**config.mk**
```make
export PLATFORM = sky130hd
export DESIGN_NAME = alu_flag_stage_flat
export DESIGN_NICKNAME = d
export VERILOG_FILES = /design/src/rtl/alu_flag_stage_if.sv /design/src/rtl/alu_flag_stage.sv /design/src/flat_wrapper.sv
export SDC_FILE = /design/constraint.sdc
export NUM_CORES = 1
export LEC_CHECK = 0
export BUFFER_PORTS_ARGS = -buffer_cell sky130_fd_sc_hd__buf_4
export CAP_MARGIN = 5
export CORE_MARGIN = 2
export CORE_UTILIZATION = 30
export CTS_BUF_LIST = sky130_fd_sc_hd__clkbuf_2
export CTS_CLUSTER_SIZE = 12
export DETAILED_ROUTE_END_ITERATION = 8
export PLACE_DENSITY = 0.55
export SYNTH_ARGS = -nofsm -noshare
export SYNTH_HDL_FRONTEND = slang
export SYNTH_SLANG_ARGS = --single-unit
```
**constraint.sdc**
```tcl
create_clock -name i_clk -period 1.8 [get_ports i_clk]
set_input_delay 0.36 -clock i_clk [delete_from_list [all_inputs] [get_ports i_clk]]
set_output_delay 0.36 -clock i_clk [all_outputs]
set_load 0.005 [all_outputs]
```
**src/rtl/alu_flag_stage_if.sv**
```systemverilog
// Operand/result handshake bundle for alu_flag_stage.
// master = upstream/downstream environment, slave = the ALU stage.
interface alu_flag_stage_if #(
  parameter int unsigned WIDTH = 16
);
  logic             in_valid;
  logic             in_ready;
  logic [WIDTH-1:0] data_a;
  logic [WIDTH-1:0] data_b;
  logic [1:0]       op;
  logic [1:0]       cond;
  logic             flag_wr;
  logic             out_valid;
  logic             out_ready;
  logic [WIDTH-1:0] result;
  logic             executed;
  logic             carry;
  logic             zero;
  logic             flag_c;
  logic             flag_z;

  modport master (
    output in_valid, data_a, data_b, op, cond, flag_wr, out_ready,
    input  in_ready, out_valid, result, executed, carry, zero, flag_c, flag_z
  );

  modport slave (
    input  in_valid, data_a, data_b, op, cond, flag_wr, out_ready,
    output in_ready, out_valid, result, executed, carry, zero, flag_c, flag_z
  );
endinterface

```
**src/rtl/alu_flag_stage.sv**
```systemverilog
// Registered ADD/NAND/SUB(/SHL) stage with architectural C/Z flags and conditional execute.
// Define ALU_SHIFT_EN to build the SHL datapath for Op 11; otherwise Op 11 never executes.
module alu_flag_stage #(
  parameter int unsigned WIDTH = 16
) (
  input  logic          i_clk,
  input  logic          i_rst,
  alu_flag_stage_if.slave bus
);
  localparam logic [1:0] OP_ADD  = 2'b00;
  localparam logic [1:0] OP_NAND = 2'b01;
  localparam logic [1:0] OP_SUB  = 2'b10;
  localparam logic [1:0] OP_SHL  = 2'b11;

  localparam logic [1:0] COND_ALWAYS = 2'b00;
  localparam logic [1:0] COND_C      = 2'b01;
  localparam logic [1:0] COND_Z      = 2'b10;
  localparam logic [1:0] COND_NEVER  = 2'b11;

  logic             r_out_valid;
  logic [WIDTH-1:0] r_result;
  logic             r_carry;
  logic             r_zero;
  logic             r_executed;
  logic             r_flag_c;
  logic             r_flag_z;

  logic             w_out_valid_nxt;
  logic [WIDTH-1:0] w_result_nxt;
  logic             w_carry_nxt;
  logic             w_zero_nxt;
  logic             w_executed_nxt;
  logic             w_flag_c_nxt;
  logic             w_flag_z_nxt;

  logic             w_in_ready;
  logic             w_accept;
  logic             w_cond_ok;
  logic             w_op_ok;
  logic             w_exec;
  logic [WIDTH-1:0] w_alu_r;
  logic             w_alu_c;
  logic             w_alu_z;
  logic [WIDTH:0]   w_add;
  logic [WIDTH:0]   w_sub;

  assign w_in_ready = !r_out_valid || bus.out_ready;
  assign w_accept   = bus.in_valid && w_in_ready;

  // SUB carry is the no-borrow flag: A + ~B + 1 in WIDTH+1 bits.
  assign w_add = {1'b0, bus.data_a} + {1'b0, bus.data_b};
  assign w_sub = {1'b0, bus.data_a} + {1'b0, ~bus.data_b} + (WIDTH+1)'(1);

`ifdef ALU_SHIFT_EN
  localparam int unsigned SHAMT_W = $clog2(WIDTH);
  logic [WIDTH:0] w_shl;
  // Bit WIDTH of the widened shift is the last bit shifted out (0 for shift 0).
  assign w_shl = {1'b0, bus.data_a} << bus.data_b[SHAMT_W-1:0];
`endif

  // Condition check against current flags and ALU result selection.
  always_comb begin
    w_cond_ok = 1'b0;
    w_op_ok   = 1'b1;
    w_alu_r   = bus.data_a;
    w_alu_c   = 1'b0;

    unique case (bus.cond)
      COND_ALWAYS: w_cond_ok = 1'b1;
      COND_C:      w_cond_ok = r_flag_c;
      COND_Z:      w_cond_ok = r_flag_z;
      COND_NEVER:  w_cond_ok = 1'b0;
    endcase

    unique case (bus.op)
      OP_ADD:  {w_alu_c, w_alu_r} = w_add;
      OP_NAND: w_alu_r = ~(bus.data_a & bus.data_b);
      OP_SUB:  {w_alu_c, w_alu_r} = w_sub;
      OP_SHL: begin
`ifdef ALU_SHIFT_EN
        {w_alu_c, w_alu_r} = w_shl;
`else
        w_op_ok = 1'b0;
`endif
      end
    endcase
  end

  assign w_alu_z = (w_alu_r == '0);
  assign w_exec  = w_cond_ok && w_op_ok;

  // Next-state for the output register and flags.
  always_comb begin
    w_out_valid_nxt = r_out_valid;
    w_result_nxt    = r_result;
    w_carry_nxt     = r_carry;
    w_zero_nxt      = r_zero;
    w_executed_nxt  = r_executed;
    w_flag_c_nxt    = r_flag_c;
    w_flag_z_nxt    = r_flag_z;

    if (w_accept) begin
      w_out_valid_nxt = 1'b1;
      w_executed_nxt  = w_exec;
      w_result_nxt    = w_exec ? w_alu_r : bus.data_a;
      w_carry_nxt     = w_exec && w_alu_c;
      w_zero_nxt      = w_exec && w_alu_z;
      if (w_exec && bus.flag_wr) begin
        w_flag_c_nxt = w_alu_c;
        w_flag_z_nxt = w_alu_z;
      end
    end else if (bus.out_ready) begin
      w_out_valid_nxt = 1'b0;
    end
  end

  always_ff @(posedge i_clk or posedge i_rst) begin
    if (i_rst) begin
      r_out_valid <= 1'b0;
      r_result    <= '0;
      r_carry     <= 1'b0;
      r_zero      <= 1'b0;
      r_executed  <= 1'b0;
      r_flag_c    <= 1'b0;
      r_flag_z    <= 1'b0;
    end else begin
      r_out_valid <= w_out_valid_nxt;
      r_result    <= w_result_nxt;
      r_carry     <= w_carry_nxt;
      r_zero      <= w_zero_nxt;
      r_executed  <= w_executed_nxt;
      r_flag_c    <= w_flag_c_nxt;
      r_flag_z    <= w_flag_z_nxt;
    end
  end

  assign bus.in_ready  = w_in_ready;
  assign bus.out_valid = r_out_valid;
  assign bus.result    = r_result;
  assign bus.carry     = r_carry;
  assign bus.zero      = r_zero;
  assign bus.executed  = r_executed;
  assign bus.flag_c    = r_flag_c;
  assign bus.flag_z    = r_flag_z;
endmodule
```
**src/flat_wrapper.sv**
```systemverilog
// flat-port wrapper written by rule: the top's interface ports become plain ports
module alu_flag_stage_flat 
#(
  parameter int unsigned WIDTH = 16
)
  (i_clk, i_rst, bus_in_valid, bus_data_a, bus_data_b, bus_op, bus_cond, bus_flag_wr, bus_out_ready, bus_in_ready, bus_out_valid, bus_result, bus_executed, bus_carry, bus_zero, bus_flag_c, bus_flag_z);
  alu_flag_stage_if #(.WIDTH(WIDTH)) bus_i ();
  input  logic i_clk;
  input  logic i_rst;
  input wire logic [$bits(bus_i.in_valid)-1:0] bus_in_valid;
  input wire logic [$bits(bus_i.data_a)-1:0] bus_data_a;
  input wire logic [$bits(bus_i.data_b)-1:0] bus_data_b;
  input wire logic [$bits(bus_i.op)-1:0] bus_op;
  input wire logic [$bits(bus_i.cond)-1:0] bus_cond;
  input wire logic [$bits(bus_i.flag_wr)-1:0] bus_flag_wr;
  input wire logic [$bits(bus_i.out_ready)-1:0] bus_out_ready;
  output wire logic [$bits(bus_i.in_ready)-1:0] bus_in_ready;
  output wire logic [$bits(bus_i.out_valid)-1:0] bus_out_valid;
  output wire logic [$bits(bus_i.result)-1:0] bus_result;
  output wire logic [$bits(bus_i.executed)-1:0] bus_executed;
  output wire logic [$bits(bus_i.carry)-1:0] bus_carry;
  output wire logic [$bits(bus_i.zero)-1:0] bus_zero;
  output wire logic [$bits(bus_i.flag_c)-1:0] bus_flag_c;
  output wire logic [$bits(bus_i.flag_z)-1:0] bus_flag_z;
  assign bus_i.in_valid = bus_in_valid;
  assign bus_i.data_a = bus_data_a;
  assign bus_i.data_b = bus_data_b;
  assign bus_i.op = bus_op;
  assign bus_i.cond = bus_cond;
  assign bus_i.flag_wr = bus_flag_wr;
  assign bus_i.out_ready = bus_out_ready;
  assign bus_in_ready = bus_i.in_ready;
  assign bus_out_valid = bus_i.out_valid;
  assign bus_result = bus_i.result;
  assign bus_executed = bus_i.executed;
  assign bus_carry = bus_i.carry;
  assign bus_zero = bus_i.zero;
  assign bus_flag_c = bus_i.flag_c;
  assign bus_flag_z = bus_i.flag_z;
  alu_flag_stage #(.WIDTH(WIDTH)) u_core (.i_clk(i_clk), .i_rst(i_rst), .bus(bus_i));
endmodule
```
Yosys cells after proc, flatten, opt, wreduce, memory -nomap -nowiden
Cells that the tools add are included.
- register bits: 22
- bits in latches: 0
- bits in writable memories: 0
- bits in read-only memories: 0
- output and inout port bits: 23
- word-level logic and storage cells: 38
- memories: 0
- $add $sub $neg: 3
- $mul: 0
- div/mod/pow operators: 0
- order comparisons: 0
- eq/ne operators: 6
- shift operators: 0
- muxes and demuxes: 7
- bitwise gates (word level): 3
- reduce and logical (&&, ||, !) cells: 12
- operators by type and width (cell ; count):
    $pmux 16 s3 ; 1
    $add 16x16->17 ; 2
    $not 16->16 ; 2
    $add 17x1->17 const B ; 1
    $and 16x16->16 ; 1
    $logic_not 16->1 ; 1
    $mux 16 ; 1
    $eq 2x2->1 const B ; 4
    $logic_and 1x1->1 ; 5
    $eq 2x1->1 const B ; 2
    $logic_not 2->1 ; 2
    $pmux 1 s4 ; 1
    $mux 1 ; 3
    $pmux 1 s2 ; 1
    $reduce_and 2->1 ; 1
    $reduce_bool 2->1 ; 1
    $logic_not 1->1 ; 1
    $logic_or 1x1->1 ; 1

Depth between registers and ports, before layout
- depth in word-level cells: 6
- mapped depth: 12

Least setup slack after synthesis
No wires, ideal clock.
- path type: in2reg
- start: input bus_data_b[2]
- end: register u_core.r_flag_z (netlist: u_core.bus.flag_z)
- library setup time: 0.092 ns
- arrival time: 3.245 ns
- path slack: -1.537 ns
- stages: 11
- path buffers: 0
- cell sequence: inv_1 -> ha_1 -> nor2b_1 -> a211o_1 -> a211o_1 -> a2111o_1 -> a221oi_2 -> xnor2_1 -> o31a_1 -> or4_4 -> o31ai_2
- word-level cells in the longest chain between the ends: 5
- elaborated cells between the ends (all ways): 8
- classes of those cells: 3 x add/sub; 1 x mux; 3 x bitwise; 1 x reduce/logical
- RTL lines (element ; line ; source):
    start, declared ; flat_wrapper.sv:12 ; input wire logic [$bits(bus_i.data_b)-1:0] bus_data_b;
    $not 16->16 ; alu_flag_stage.sv:52 ; assign w_sub = {1'b0, bus.data_a} + {1'b0, ~bus.data_b} + (WIDTH+1)'(1);
    $add 16x16->17 ; alu_flag_stage.sv:52 ;
    $add 17x1->17 ; alu_flag_stage.sv:52 ;
    $pmux 16 s3 * ; alu_flag_stage.sv:75 ; unique case (bus.op)
    $logic_not 16->1 * ; alu_flag_stage.sv:89 ; assign w_alu_z = (w_alu_r == '0);
    end signal, assigned ; alu_flag_stage.sv:133 ; r_flag_z <= w_flag_z_nxt;
    end, declared ; alu_flag_stage.sv:26 ; logic r_flag_z;
Mark *: on every way between the ends. The rest lies on a longest branch, timed or not.
A chain may end at the register's enable or synchronous reset.

Worst setup path after layout
- start: input bus_data_b[7]
- end: register u_core.r_flag_z (netlist: u_core.bus.flag_z)
The elaborated chain is that of the path after synthesis.

==> impl_metrics.ini <==
[timing]
tightest_slew_ps = 517.6
timing.setup.tns_ps = -10790
final_max_slew_viol_count = 0
fin_hold_ws_ps = 24.84
max-slew-margin-rel_pct = 65.49
clock_skew_ps = 12.28
finalHoldViolCount = 0
fmax_mhz = 337.3
rsz0062_at_grt = true
period_share_pct = 164.7
finalCriticalPeriod_ps = 2965
setup_viol = 18
fin_ws_ps = -1165

[synthesis]
synth_common_cells = nand2_1 (42), o21ai_0 (38), nor2_1 (37)
yosysSeqAreaShare_pct = 17.89
syn_nets = 501
synth_area_um2 = 3077
syn-instance-count = 425
avgSynthCellArea_um2 = 7.239
synthFlopType = dfrtp_1
ys_types = 60
synthArstFlopShare_pct = 100.0
synthTopCellsByArea = dfrtp_1 (18%), ha_1 (13%), o21ai_0 (6.2%)
ys.warnings.count = 0
yosysTopAreaCellShare_pct = 17.89
ys_ff_latch = 22
yosysTopAreaCell = dfrtp_1
yosysMostFrequentCell = nand2_1
synth_edf_count = 0

[cells_and_area]
final_nets = 688
final_area_um2 = 5415
drive_gt1_share_pct = 49.59
insertedDiodeCount = 0
area_delta_synth_final_pct = 76.01

[outcome]
run_status = finished, violations left
violations = setup timing

[pwr]
powerDensity_nw_per_um2 = 460.3
switchingPower_mw = 1.001
internal_power_mw = 1.491
switching_share_pct = 40.17
power_frac_comb_pct = 68.1
p_clk_share_pct = 7.9
p_leak_nw = 2.507
p_seq_share_pct = 24.0
peakVddDrop_v = 0.0002719

[critical_path]
path_class = primary input to flip-flop
worstReg2RegStart = u_core.bus.flag_z
critPathRequiredTime_ps = 2070
start_kind = primary input
worstReg2RegEnd = u_core.bus.result[9]
critPathCaptureType = flip-flop
r2r_cells = 8
crit_path_max_fanout = 3
r2r_slack_ps = 140
worstPathArrival_ps = 3230

[detailed_routing]
vias = 3876
totalWireLength_um = 11940
drc = 0
wl_per_cell_um = 16.05
final_antenna_net_count = 0
firstDrtPassIters = 5
vias_per_cell = 5.210
first_iter_violations = 180

[floorplanning]
die_area_um2 = 11080
rows = 36
initial_core_util_pct = 31.19
ios = 64
dieWidth_um = 105.3
core_area_um2 = 9864
die_y_um = 105.3

[placed_design]
post-dp-hpwl_um = 9533
place_ws_ps = -1692
placed_area_um2 = 4805
gp_congestion = 0.8990
io_buffers = 63

[worst_hold_path]
hp-class = primary input to asynchronous set/reset pin

[job]
maxCapViolCount = 0

[cts]
clkTransAtPathRegs_ps = 210
clk_latency_ps = 330
numCtsBuffers = 3
clk_path_buf_depth = 2
cts_tree = yes
h-tree-depth = 1
clkSinkCount = 22
clk_root_buffer_cell = clkbuf_2
holdBufCountCts = 0

[global_routing]
grt_pass1_wl_um = 18840
grt-ovfl-total = 0
antenna_found_initial = 0
grt_pass1_vias = 3795
grt_max_degree = 27
grt.total_usage_pct = 20.88
==> cells by family (layout without fill, tap and decap cells) <==
logic type               count (synthesis)  after routing  share of synthesized area (%)
multiplexers                            10             10                          3.335
XOR/XNOR                                 9              9                          2.562
buffers and inverters                   59            245                          7.280
adder cells (fa/ha/maj)                 35             35                          14.72
flip-flops                              22             22                          17.89
AND/OR/NAND/NOR                        140            140                          21.80
AO/OA/AOI/OAI                          150            150                          32.41
==> power groups by stage <==
stage / clock, mW / combinational (mW) / sequential (mW)
after global routing: 0.231 / 1.84 / 0.607
after detailed placement: 0 / 1.42 / 0.608
after global placement: 0 / 1.41 / 0.607
after floorplan: 0 / 0.709 / 0.609
final: 0.197 / 1.70 / 0.597
after CTS: 0.202 / 1.55 / 0.599
==> how the worst max path moves through the flow <==
stage / startpoint / endpoint / slack [ps] / cells past startpoint
after global routing: bus_data_b[1] / u_core.bus.flag_z / -1210 / 12
after detailed placement: bus_data_a[1] / u_core.bus.flag_z / -1690 / 13
after floorplan: bus_data_a[7] / u_core.bus.flag_z / -1220 / 10
after CTS: bus_data_a[1] / u_core.bus.flag_z / -1140 / 11
after global placement: bus_data_a[1] / u_core.bus.flag_z / -1690 / 13
final: bus_data_b[7] / u_core.bus.flag_z / -1160 / 11
==> per-stage QoR <==
| step | instances | utilization (%) | total power [mW] |
|---|---|---|---|
| 2_1_floorplan | 425 | - | 1.318 |
| 3_5_place_dp | 728 | 48.71 | 2.028 |
| 3_3_place_gp | 728 | 48.71 | 2.015 |
| 4_1_cts | 736 | 51.69 | 2.351 |
| 5_1_grt | 744 | 54.90 | 2.678 |
| 6_report | 744 | 54.90 | 2.492 |
==> repair_timing <==
item | in CTS | in global routing
pin swaps | 14 | 40
endpoints found under the hold margin | 0 | 0
setup endpoints to repair | 18 | 19
gates resized for setup | 53 | 57
buffers inserted | 8 | 11
==> flip-flops by register name (all words and copies together), names as in the netlist <==
signal	count
u_core.bus.carry	1
u_core.bus.flag_c	1
u_core.bus.result	16
u_core.bus.executed	1
u_core.bus.flag_z	1
u_core.bus.zero	1
u_core.bus.out_valid	1
==> routing by layer <==
metal | share of wire (%) | routed length, um | GRT usage [%]
met1 | 44 | 5246 | 26.97
met2 | 50 | 5968 | 37.28
met3 | 4.1 | 488 | 2.721
met4 | 2.0 | 240 | 3.810
met5 | 0 | 0 | 0
==> critical path: stages <==
cell and delay [ps]:
buf_8 80, clkinv_4 40, ha_4 230, or3_4 410, a211o_1 310, a2111o_1 420
a221oi_4 350, xnor2_1 110, o31a_1 250, or4_4 490, o31ai_2 180
==> cell type report <==
cell class | instances | area, um2
clock inverter | 1 | 3.754
sequential | 22 | 550.5
inverter | 33 | 143.9
timing repair buffer | 208 | 1637
fill | 949 | 4449
clock buffer | 3 | 15.01
tap | 133 | 166.4
multi-input combinational | 344 | 2899
==> cell usage in the layout, fill, tap and decap left out, types with 8 or more instances in the layout <==
| master | count |
|---|---|
| nor2_1 | 33 |
| a21oi_1 | 22 |
| buf_4 | 192 |
| dfrtp_1 | 22 |
| inv_1 | 22 |
| a21o_1 | 10 |
| nand3_1 | 8 |
| nor3_1 | 8 |
| buf_6 | 12 |
| ha_1 | 20 |
| ha_4 | 11 |
| nand2_1 | 40 |
| a21oi_2 | 11 |
| o21ai_1 | 16 |
| o21ai_0 | 21 |
(Power assumes the default switching activity.)
